`src/rtl/sprite_pos_ctrl_if.sv`:
```
// Board-side signal bundle for the sprite position controller: raw DE2
// buttons and vsync in, sprite coordinates and debounced button flags out.
interface sprite_pos_ctrl_if;
  logic       iUP;
  logic       iDOWN;
  logic       iLEFT;
  logic       iRIGHT;
  logic       iVS;
  logic [9:0] oX;
  logic [8:0] oY;
  logic       oMOVED;
  logic [3:0] oBTN;

  modport master (
    output iUP, iDOWN, iLEFT, iRIGHT, iVS,
    input  oX, oY, oMOVED, oBTN
  );

  modport slave (
    input  iUP, iDOWN, iLEFT, iRIGHT, iVS,
    output oX, oY, oMOVED, oBTN
  );
endinterface

```
`src/rtl/sprite_pos_ctrl.sv`:
```
// Sprite position controller: debounced DE2 buttons move a sprite once per
// VGA frame, saturating at the screen edges and accelerating on long holds.

module sprite_pos_axis #(
  parameter int W            = 10,
  parameter int STEP         = 2,
  parameter int ACCEL_FRAMES = 30,
  parameter int LIMIT        = 608,
  parameter int INIT         = 304
) (
  input  logic         iCLK,
  input  logic         iRST_n,
  input  logic         tick,
  input  logic         upd,
  input  logic         btn_neg,
  input  logic         btn_pos,
  output logic [W-1:0] pos,
  output logic         changed
);
  typedef enum logic [1:0] {IDLE, MOVE_NEG, MOVE_POS} state_e;

  localparam logic [5:0] HOLD_MAX  = 6'(ACCEL_FRAMES);
  localparam logic [W:0] STEP_BASE = (W+1)'(STEP);
  localparam logic [W:0] STEP_FAST = (W+1)'(2 * STEP);
  localparam logic [W:0] POS_LIMIT = (W+1)'(LIMIT);

  state_e       state_q, state_d, dir;
  logic [5:0]   hold_q, hold_d;
  logic [W-1:0] pos_q, pos_d;
  logic [W:0]   step, pos_ext, sum, diff;

  always_ff @(posedge iCLK or negedge iRST_n) begin
    if (!iRST_n) begin
      state_q <= IDLE;
      hold_q  <= '0;
      pos_q   <= W'(INIT);
    end else begin
      state_q <= state_d;
      hold_q  <= hold_d;
      pos_q   <= pos_d;
    end
  end

  always_comb begin
    state_d = state_q;
    hold_d  = hold_q;
    pos_d   = pos_q;
    dir     = IDLE;
    step    = (hold_q >= HOLD_MAX) ? STEP_FAST : STEP_BASE;
    pos_ext = {1'b0, pos_q};
    sum     = pos_ext + step;
    diff    = pos_ext - step;

    if (btn_neg && !btn_pos) begin
      dir = MOVE_NEG;
    end else if (btn_pos && !btn_neg) begin
      dir = MOVE_POS;
    end

    if (tick) begin
      state_d = dir;
      if (dir == IDLE || dir != state_q) begin
        hold_d = '0;
      end else if (hold_q < HOLD_MAX) begin
        hold_d = hold_q + 6'd1;
      end
    end

    // Extra MSB of diff/sum flags underflow and overflow past the limit.
    if (upd) begin
      case (state_q)
        MOVE_NEG: pos_d = diff[W] ? '0 : diff[W-1:0];
        MOVE_POS: pos_d = (sum > POS_LIMIT) ? POS_LIMIT[W-1:0] : sum[W-1:0];
        default:  pos_d = pos_q;
      endcase
    end
  end

  assign pos     = pos_q;
  assign changed = (pos_d != pos_q);
endmodule

module sprite_pos_ctrl #(
  parameter int DEBOUNCE_CYCLES = 250000,
  parameter int STEP            = 2,
  parameter int ACCEL_FRAMES    = 30,
  parameter int H_ACTIVE        = 640,
  parameter int V_ACTIVE        = 480,
  parameter int SPRITE_W        = 32,
  parameter int SPRITE_H        = 32,
  parameter int X_INIT          = 304,
  parameter int Y_INIT          = 224
) (
  input  logic              iCLK,
  input  logic              iRST_n,
  sprite_pos_ctrl_if.slave  bus
);
  localparam int CW = (DEBOUNCE_CYCLES > 1) ? $clog2(DEBOUNCE_CYCLES) : 1;
  localparam logic [CW-1:0] DB_LAST = CW'(DEBOUNCE_CYCLES - 1);

  logic [3:0] btn_raw, btn_sync1_q, btn_sync1_d, btn_sync2_q, btn_sync2_d;
  logic [3:0] btn_level, btn_pressed;
  logic       vs_sync1_q, vs_sync1_d, vs_sync2_q, vs_sync2_d, vs_prev_q, vs_prev_d;
  logic       upd_q, upd_d, moved_q, moved_d, tick;
  logic       x_changed, y_changed;
  logic [9:0] x_pos;
  logic [8:0] y_pos;

  assign btn_raw = {bus.iUP, bus.iDOWN, bus.iLEFT, bus.iRIGHT};

  always_comb begin
    btn_sync1_d = btn_raw;
    btn_sync2_d = btn_sync1_q;
    vs_sync1_d  = bus.iVS;
    vs_sync2_d  = vs_sync1_q;
    vs_prev_d   = vs_sync2_q;
    tick        = vs_prev_q & ~vs_sync2_q;
    upd_d       = tick;
    moved_d     = upd_q & (x_changed | y_changed);
  end

  // Synchronizers and edge history reset high so no tick fires out of reset.
  always_ff @(posedge iCLK or negedge iRST_n) begin
    if (!iRST_n) begin
      btn_sync1_q <= '1;
      btn_sync2_q <= '1;
      vs_sync1_q  <= 1'b1;
      vs_sync2_q  <= 1'b1;
      vs_prev_q   <= 1'b1;
      upd_q       <= 1'b0;
      moved_q     <= 1'b0;
    end else begin
      btn_sync1_q <= btn_sync1_d;
      btn_sync2_q <= btn_sync2_d;
      vs_sync1_q  <= vs_sync1_d;
      vs_sync2_q  <= vs_sync2_d;
      vs_prev_q   <= vs_prev_d;
      upd_q       <= upd_d;
      moved_q     <= moved_d;
    end
  end

  generate
    for (genvar gi = 0; gi < 4; gi++) begin : g_debounce
      logic [CW-1:0] cnt_q, cnt_d;
      logic          level_q, level_d;

      always_comb begin
        cnt_d   = cnt_q;
        level_d = level_q;
        if (btn_sync2_q[gi] == level_q) begin
          cnt_d = '0;
        end else if (cnt_q == DB_LAST) begin
          level_d = btn_sync2_q[gi];
          cnt_d   = '0;
        end else begin
          cnt_d = cnt_q + CW'(1);
        end
      end

      always_ff @(posedge iCLK or negedge iRST_n) begin
        if (!iRST_n) begin
          cnt_q   <= '0;
          level_q <= 1'b1;
        end else begin
          cnt_q   <= cnt_d;
          level_q <= level_d;
        end
      end

      assign btn_level[gi] = level_q;
    end
  endgenerate

  assign btn_pressed = ~btn_level;

  sprite_pos_axis #(
    .W(10), .STEP(STEP), .ACCEL_FRAMES(ACCEL_FRAMES),
    .LIMIT(H_ACTIVE - SPRITE_W), .INIT(X_INIT)
  ) u_axis_x (
    .iCLK(iCLK), .iRST_n(iRST_n), .tick(tick), .upd(upd_q),
    .btn_neg(btn_pressed[1]), .btn_pos(btn_pressed[0]),
    .pos(x_pos), .changed(x_changed)
  );

  sprite_pos_axis #(
    .W(9), .STEP(STEP), .ACCEL_FRAMES(ACCEL_FRAMES),
    .LIMIT(V_ACTIVE - SPRITE_H), .INIT(Y_INIT)
  ) u_axis_y (
    .iCLK(iCLK), .iRST_n(iRST_n), .tick(tick), .upd(upd_q),
    .btn_neg(btn_pressed[3]), .btn_pos(btn_pressed[2]),
    .pos(y_pos), .changed(y_changed)
  );

  assign bus.oX     = x_pos;
  assign bus.oY     = y_pos;
  assign bus.oMOVED = moved_q;
  assign bus.oBTN   = btn_pressed;
endmodule

```
`src/flat_wrapper.sv`:
```
// flat-port wrapper written by rule: the top's interface ports become plain ports
module sprite_pos_ctrl_flat 
#(
  parameter int DEBOUNCE_CYCLES = 250000,
  parameter int STEP            = 2,
  parameter int ACCEL_FRAMES    = 30,
  parameter int H_ACTIVE        = 640,
  parameter int V_ACTIVE        = 480,
  parameter int SPRITE_W        = 32,
  parameter int SPRITE_H        = 32,
  parameter int X_INIT          = 304,
  parameter int Y_INIT          = 224
)
  (iCLK, iRST_n, bus_iUP, bus_iDOWN, bus_iLEFT, bus_iRIGHT, bus_iVS, bus_oX, bus_oY, bus_oMOVED, bus_oBTN);
  sprite_pos_ctrl_if bus_i ();
  input  logic iCLK;
  input  logic iRST_n;
  input wire logic [$bits(bus_i.iUP)-1:0] bus_iUP;
  input wire logic [$bits(bus_i.iDOWN)-1:0] bus_iDOWN;
  input wire logic [$bits(bus_i.iLEFT)-1:0] bus_iLEFT;
  input wire logic [$bits(bus_i.iRIGHT)-1:0] bus_iRIGHT;
  input wire logic [$bits(bus_i.iVS)-1:0] bus_iVS;
  output wire logic [$bits(bus_i.oX)-1:0] bus_oX;
  output wire logic [$bits(bus_i.oY)-1:0] bus_oY;
  output wire logic [$bits(bus_i.oMOVED)-1:0] bus_oMOVED;
  output wire logic [$bits(bus_i.oBTN)-1:0] bus_oBTN;
  assign bus_i.iUP = bus_iUP;
  assign bus_i.iDOWN = bus_iDOWN;
  assign bus_i.iLEFT = bus_iLEFT;
  assign bus_i.iRIGHT = bus_iRIGHT;
  assign bus_i.iVS = bus_iVS;
  assign bus_oX = bus_i.oX;
  assign bus_oY = bus_i.oY;
  assign bus_oMOVED = bus_i.oMOVED;
  assign bus_oBTN = bus_i.oBTN;
  sprite_pos_ctrl #(.DEBOUNCE_CYCLES(DEBOUNCE_CYCLES), .STEP(STEP), .ACCEL_FRAMES(ACCEL_FRAMES), .H_ACTIVE(H_ACTIVE), .V_ACTIVE(V_ACTIVE), .SPRITE_W(SPRITE_W), .SPRITE_H(SPRITE_H), .X_INIT(X_INIT), .Y_INIT(Y_INIT)) u_core (.iCLK(iCLK), .iRST_n(iRST_n), .bus(bus_i));
endmodule
```
`config.mk`:
```
export PLATFORM = sky130hd
export DESIGN_NAME = sprite_pos_ctrl_flat
export DESIGN_NICKNAME = d
export VERILOG_FILES = /design/src/rtl/sprite_pos_ctrl_if.sv /design/src/rtl/sprite_pos_ctrl.sv /design/src/flat_wrapper.sv
export SDC_FILE = /design/constraint.sdc
export NUM_CORES = 1
export LEC_CHECK = 0
export CORE_AREA = 2 2 161 163
export CTS_CLUSTER_SIZE = 14
export DETAILED_ROUTE_END_ITERATION = 10
export DIE_AREA = 0 0 163 165
export GPL_TIMING_DRIVEN = 0
export PLACE_DENSITY = 0.48
export SETUP_SLACK_MARGIN = 0.3
export SLEW_MARGIN = 30
export SYNTH_ARGS = -nofsm -noshare
export SYNTH_HDL_FRONTEND = slang
export SYNTH_SLANG_ARGS = --single-unit
```
`constraint.sdc`:
```
create_clock -name iCLK -period 8.92 [get_ports iCLK]
set_clock_uncertainty 0.2 [all_clocks]
set_input_delay 1.784 -clock iCLK [delete_from_list [all_inputs] [get_ports iCLK]]
set_output_delay 1.784 -clock iCLK [all_outputs]
set_load 0.05 [all_outputs]
```
==> results.json, run 1 <==
{
  "multi_input_area_mm2": 0.003928,
  "worstReg2RegEnd": "u_core.bus.oMOVED",
  "p_comb_share_pct": 2.6,
  "ys_ff_latch": 124,
  "die_x_um": 163,
  "start_kind": "flip-flop",
  "final_area_mm2": 0.008820,
  "grt_use_total_pct": 13.85,
  "grt_max_degree": 67,
  "cts_setup_buffers": 0,
  "synth_top_area_cell": "dfrtp_1",
  "required_ns": 8.98,
  "grt_remaining_overflow": 0,
  "pwr-share-clk_pct": 54.6,
  "rsz0062_at_grt": "no",
  "synth_top_area_share_pct": 34.62,
  "hold_end": "u_core.btn_sync2_q[3]",
  "internal_power_mw": 1.036,
  "total_power_mw": 1.354,
  "rows": 58,
  "coreArea_mm2": 0.02504,
  "worst_slew_pin_slew_ns": 0.7176,
  "hp-class": "flip-flop to flip-flop",
  "synth_warnings": 0,
  "max_freq_mhz": 219.2,
  "timing.rr.start": "u_core.u_axis_x.hold_q[2]",
  "synth_nets": 843,
  "ctsHtreeMaxLevel": 4,
  "die_y_um": 165,
  "synth.area.top_cells": "dfrtp_1, dfstp_2, nor2_1",
  "vias_per_cell": 4.999,
  "antenna_found_initial": 0,
  "synth_cells": 808,
  "timing.final.hold_violations": 0,
  "clockBufferDepth": 2,
  "wire_per_inst_um": 14.81,
  "cts_root_buf": "clkbuf_16",
  "worstSetupPathType": "flip-flop to flip-flop",
  "drc": 0,
  "cts_buffers": 17,
  "drt_iter0_markers": 384,
  "rr_worst_depth": 16,
  "holdPathStages": 0,
  "seq_area_frac_synth_pct": 42.03,
  "cts_tree": "yes",
  "ctsHoldBuffers": 0,
  "peakVddDrop_mv": 0.09910,
  "power_density_mw_per_mm2": 153.6,
  "holdWs_ns": 0.1561,
  "synthArstFlopShare_pct": 100.0,
  "dr.pass1.iters": 4,
  "clkLatencyLatePin_ns": 0.41,
  "rrSetupSlack_ns": 4.36,
  "numClockSinks": 124,
  "die_area_mm2": 0.02690,
  "synthFlopType": "dfrtp_1",
  "drv_cap": 0,
  "power_frac_seq_pct": 42.8,
  "boundaryPins": 31,
  "routabilityCongestion": 0.8434,
  "syn_area_mm2": 0.007446,
  "insertedDiodeCount": 0,
  "postPlaceCellArea_mm2": 0.008192,
  "seq_area_mm2": 0.003129,
  "nNetsFinal": 893,
  "setup_tns_ns": 0,
  "critPathArrivalTime_ns": 4.62,
  "grt_pass1_vias": 5738,
  "fill_cells": 2589,
  "endpoint_kind": "flip-flop",
  "via_count": 6004,
  "wirelength_um": 17790,
  "clk_pin_slew_ns": 0.06,
  "worstPathMaxFanout": 10,
  "postSynthAreaPerCell_um2": 9.215,
  "min_from": "u_core.btn_sync1_q[3]",
  "grt_pass1_wl_um": 29780,
  "layout-drive-gt1-share_pct": 10.79,
  "status": "finished, final reports clean",
  "finalSetupViolCount": 0,
  "final_util_pct": 35.23,
  "numPortBuffers": 30,
  "synth_edf_count": 0,
  "leakage_nw": 3.556,
  "antenna_left": 0,
  "hpwlAfterDp_um": 12460,
  "period_minus_slack_ns": 4.561,
  "slew-limit-headroom_pct": 51.87,
  "finalCritPeriodShare_pct": 51.14,
  "switching_share_pct": 23.51,
  "drv_slew": 0,
  "synth_cell_types": 76,
  "switching_power_mw": 0.3184,
  "syn_to_final_growth_pct": 18.45,
  "ctsResizeCount": 0,
  "start_util_pct": 29.74
}
==> worst max-delay path: stages, from the launching register on <==
cell and delay (ns):
dfrtp_1 0.41, and3_1 0.20, a21o_1 0.16, a21o_1 0.20, inv_1 0.11, ha_1 0.23, fa_1 0.36, clkbuf_1 0.23
and3_1 0.28, nand3_1 0.13, mux2i_1 0.32, nand3_1 0.25, and2_1 0.22, buf_6 0.14, a221o_1 0.31, nor4_1 0.47
nand4_1 0.17
==> power by group through the flow <==
stage,sequential (mW),combinational [mW],clock (mW)
floorplan,0.588,0.0165,0
detailed placement,0.589,0.0374,0
global route,0.580,0.0426,0.793
finish,0.579,0.0358,0.739
CTS,0.579,0.0377,0.762
global placement,0.589,0.0357,0
==> registers in the layout, indices dropped and copies added, names as in the netlist <==
signal and count:
u_core.g_debounce.level_q 4, u_core.g_debounce.cnt_q 72, u_core.vs_sync1_q 1, u_core.u_axis_x.pos 10, u_core.vs_prev_q 1, u_core.u_axis_y.hold_q 6, u_core.btn_sync1_q 4, u_core.btn_sync2_q 4
u_core.u_axis_y.state_q 2, u_core.u_axis_x.state_q 2, u_core.vs_prev_d 1, u_core.u_axis_y.pos 9, u_core.upd_q 1, u_core.u_axis_x.hold_q 6, u_core.bus.oMOVED 1
==> area by class of cell <==
class                   count  share of cell area (%)
flip-flops and latches    124                   35.48
plain buffers              39                   2.965
clock inverters            15                   2.298
clock buffers              17                   4.823
multi-input cells         611                   44.53
inverters                  34                   1.447
repair buffers             31                   3.774
well taps                 330                   4.682
==> cell families (layout without fill, tap and decap cells) <==
logic type / count (synthesis) / count (layout) / synth area share [%]
buffers and inverters: 73 / 136 / 5.226
adder cells (fa/ha/maj): 28 / 28 / 5.108
AO/OA/AOI/OAI: 148 / 148 / 13.54
AND/OR/NAND/NOR: 352 / 352 / 24.13
XOR/XNOR: 76 / 76 / 8.940
flip-flops: 124 / 124 / 42.03
multiplexers: 7 / 7 / 1.025
==> how the worst max path moves through the flow <==
stage / from / end / slack, ns / cells past startpoint
CTS: u_core.u_axis_x.hold_q[2] / u_core.bus.oMOVED / 4.40 / 16
floorplan: u_core.u_axis_x.hold_q[2] / u_core.bus.oMOVED / 5.24 / 16
global route: u_core.u_axis_x.hold_q[2] / u_core.bus.oMOVED / 4.04 / 16
detailed placement: u_core.u_axis_x.hold_q[2] / u_core.bus.oMOVED / 4.43 / 16
global placement: iRST_n / u_core.g_debounce[3].cnt_q[15] / 0.49 / 1
finish: u_core.u_axis_x.hold_q[2] / u_core.bus.oMOVED / 4.36 / 16
==> metal layers <==
metal,vias up,track usage (%),part of all wire [%]
met1,2905,19.53,50
met5,-,0,0
met2,122,21.36,45
li1,2966,-,-
met3,11,2.938,3.8
met4,0,4.063,1.1
==> cell usage in the layout, fill, tap and decap left out, types with 9 or more instances in the layout <==
cell             count
a21oi_1             25
and3_1              20
buf_6                9
clkbuf_1            18
clkbuf_16           17
clkdlybuf4s50_1     29
dfrtp_1            103
dfstp_2             21
ha_1                24
inv_1               33
nand2_1             62
nand2b_1             9
nand3_1             42
nand4_1             21
nor2_1             109
nor3_1              14
nor4_1              16
o21ai_0             42
or3_1               15
xnor2_1             31
xor2_1              45
==> stage by stage <==
stage | worst slack, ns | instances
finish | 4.359 | 1201
global route | 4.044 | 1201
CTS | 4.399 | 1201
detailed placement | 4.434 | 1169
global placement | 0.4942 | 1168
floorplan | 5.245 | 808
==> synthesized netlist by cell type (all sizes together) (8+ instances only) <==
library cell and count:
nor4 18, o21ai 42, nor2 109, nand4 21, buf 19, nor3 15, clkbuf 19, xnor2 31
o211ai 8, xor2 45, or3 15, inv 33, nand2b 9, dfrtp 103, nand2 62, ha 24
a211oi 8, nand3 42, and3 20, a21oi 25, o22ai 8, dfstp 21
(Power assumes the default switching activity.)
==> inputs of run 2 (changes only) <==
==> constraint.sdc (replaced) <==
create_clock -name iCLK -period 4.7 [get_ports iCLK]
set_clock_uncertainty 0.2 [all_clocks]
set_input_delay 0.94 -clock iCLK [delete_from_list [all_inputs] [get_ports iCLK]]
set_output_delay 0.94 -clock iCLK [all_outputs]
set_load 0.05 [all_outputs]
==> results.json, run 2 (synthesis gave the netlist of run 1 again) <==
{
  "timing.final.hold_violations": 0,
  "max_freq_mhz": 241.3,
  "syn_to_final_growth_pct": 19.06,
  "rsz0062_at_grt": "no",
  "drv_slew": 0,
  "endpoint_kind": "flip-flop",
  "die_y_um": 165,
  "rrSetupSlack_ns": 0.55,
  "clkLatencyLatePin_ns": 0.41,
  "status": "finished, final reports clean",
  "routabilityCongestion": 0.8434,
  "layout.cells.non_filler": 1202,
  "leakage_nw": 3.569,
  "crit_path_top_delay_cell": "dfrtp_1",
  "top_register": "u_core.g_debounce.cnt_q",
  "grt_pass1_vias": 5735,
  "switching_share_pct": 23.50,
  "drt_iter0_markers": 418,
  "cts_tree": "yes",
  "seq_area_mm2": 0.003129,
  "antenna_left": 0,
  "postPlaceCellArea_mm2": 0.008192,
  "required_ns": 4.77,
  "dp.cells": 1169,
  "holdWs_ns": 0.1561,
  "grt_pass1_wl_um": 29790,
  "die_area_mm2": 0.02690,
  "cts_root_buf": "clkbuf_16",
  "clk_pin_slew_ns": 0.06,
  "numClockSinks": 124,
  "slowest_delay_ns": 0.41,
  "clockBufferDepth": 2,
  "largest_register_ffs": 72,
  "final_common_cell": "nor2_1",
  "boundaryPins": 31,
  "layout_common_cells": "nor2_1, dfrtp_1, nand2_1",
  "layout-drive-gt1-share_pct": 11.58,
  "via_count": 6003,
  "cts_buffers": 17,
  "critPathTopFamily": "simple AND/OR/NAND/NOR gates",
  "finalCritPeriodShare_pct": 88.19,
  "ctsHtreeMaxLevel": 4,
  "numPortBuffers": 30,
  "crit_chain": "and3_1, a21o_1, a21o_4, inv_1, ha_1, fa_1, clkbuf_2, and3_1, nand3_1, mux2i_2, nand3_2, and2_1, buf_6, a221o_1, nor4_4, nand4_1",
  "vias_per_cell": 4.994,
  "antenna_found_initial": 0,
  "wirelength_um": 17830,
  "holdPathStages": 0,
  "peakVddDrop_mv": 0.1884,
  "crit_buf_inv": 3,
  "fill_cells": 2591,
  "grt_max_degree": 67,
  "multi_input_area_mm2": 0.003964,
  "hpwlAfterDp_um": 12460,
  "rows": 58,
  "drc": 0,
  "wire_per_inst_um": 14.83,
  "die_x_um": 163,
  "final_area_mm2": 0.008865,
  "insertedDiodeCount": 0,
  "finalSetupViolCount": 0,
  "coreArea_mm2": 0.02504,
  "cp_common_cell": "and3_1",
  "slew-limit-headroom_pct": 51.87,
  "pwr-share-clk_pct": 54.6,
  "drv_cap": 0,
  "ctsHoldBuffers": 0,
  "hp-class": "flip-flop to flip-flop",
  "switching_power_mw": 0.6039,
  "nNetsFinal": 894,
  "start_util_pct": 29.74,
  "rr_worst_depth": 16,
  "worstPathMaxFanout": 10,
  "cp.depth": 16,
  "period_minus_slack_ns": 4.145,
  "internal_power_mw": 1.966,
  "setup_tns_ns": 0,
  "p_comb_share_pct": 2.6,
  "worst_slew_pin_slew_ns": 0.7176,
  "power_density_mw_per_mm2": 289.9,
  "grt_use_total_pct": 13.85,
  "start_kind": "flip-flop",
  "dr.pass1.iters": 4,
  "grt_remaining_overflow": 0,
  "worstSetupPathType": "flip-flop to flip-flop",
  "power_frac_seq_pct": 42.8,
  "critPathArrivalTime_ns": 4.22
}
[run 2: changes by cell type in the layout (fill, tap and decap cells not counted), sizes merged]
cell / change
buf: +1
[run 2: metrics by stage]
stage / worst slack, ns / power (mW) / utilization (%)
global route: 0.2925 / 2.687 / 35.41
floorplan: 1.025 / 1.146 / -
detailed placement: 0.2145 / 1.190 / 32.72
finish: 0.5549 / 2.570 / 35.41
global placement: -2.882 / 1.187 / 32.59
CTS: 0.3177 / 2.618 / 35.27
[run 2: timing repair]
item | CTS | global route
setup buffers | 0 | 1
setup endpoints to repair | 1 | 2
resized for setup | 2 | 6
[run 2: layer usage]
metal	part of all wire (%)	track usage [%]
met1	50	19.55
met2	45	21.36
met3	3.7	2.938
met4	0.81	4.023
met5	0	0
[run 2: power by group through the flow]
| stage | Sequential [mW] | Clock (mW) | Combinational [mW] |
|---|---|---|---|
| floorplan | 1.12 | 0 | 0.0313 |
| global placement | 1.12 | 0 | 0.0678 |
| detailed placement | 1.12 | 0 | 0.0710 |
| CTS | 1.10 | 1.45 | 0.0715 |
| global route | 1.10 | 1.50 | 0.0809 |
| finish | 1.10 | 1.40 | 0.0677 |
[run 2: area by class of cell]
cell class / instances / share of cell area [%]
multi-input cells: 611 / 44.71
flip-flops and latches: 124 / 35.30
clock buffers: 17 / 4.799
well taps: 330 / 4.658
repair buffers: 32 / 3.839
plain buffers: 39 / 2.964
clock inverters: 15 / 2.287
inverters: 34 / 1.440
[run 2: final timing paths]
kind,from,end
max,u_core.u_axis_x.hold_q[2],u_core.bus.oMOVED
min in group asynchronous,iRST_n,u_core.u_axis_x.pos[6]
min reg2reg,u_core.btn_sync1_q[3],u_core.btn_sync2_q[3]
min,u_core.btn_sync1_q[3],u_core.btn_sync2_q[3]
max in group asynchronous,iRST_n,u_core.btn_sync2_q[2]
max reg2reg,u_core.u_axis_x.hold_q[2],u_core.bus.oMOVED
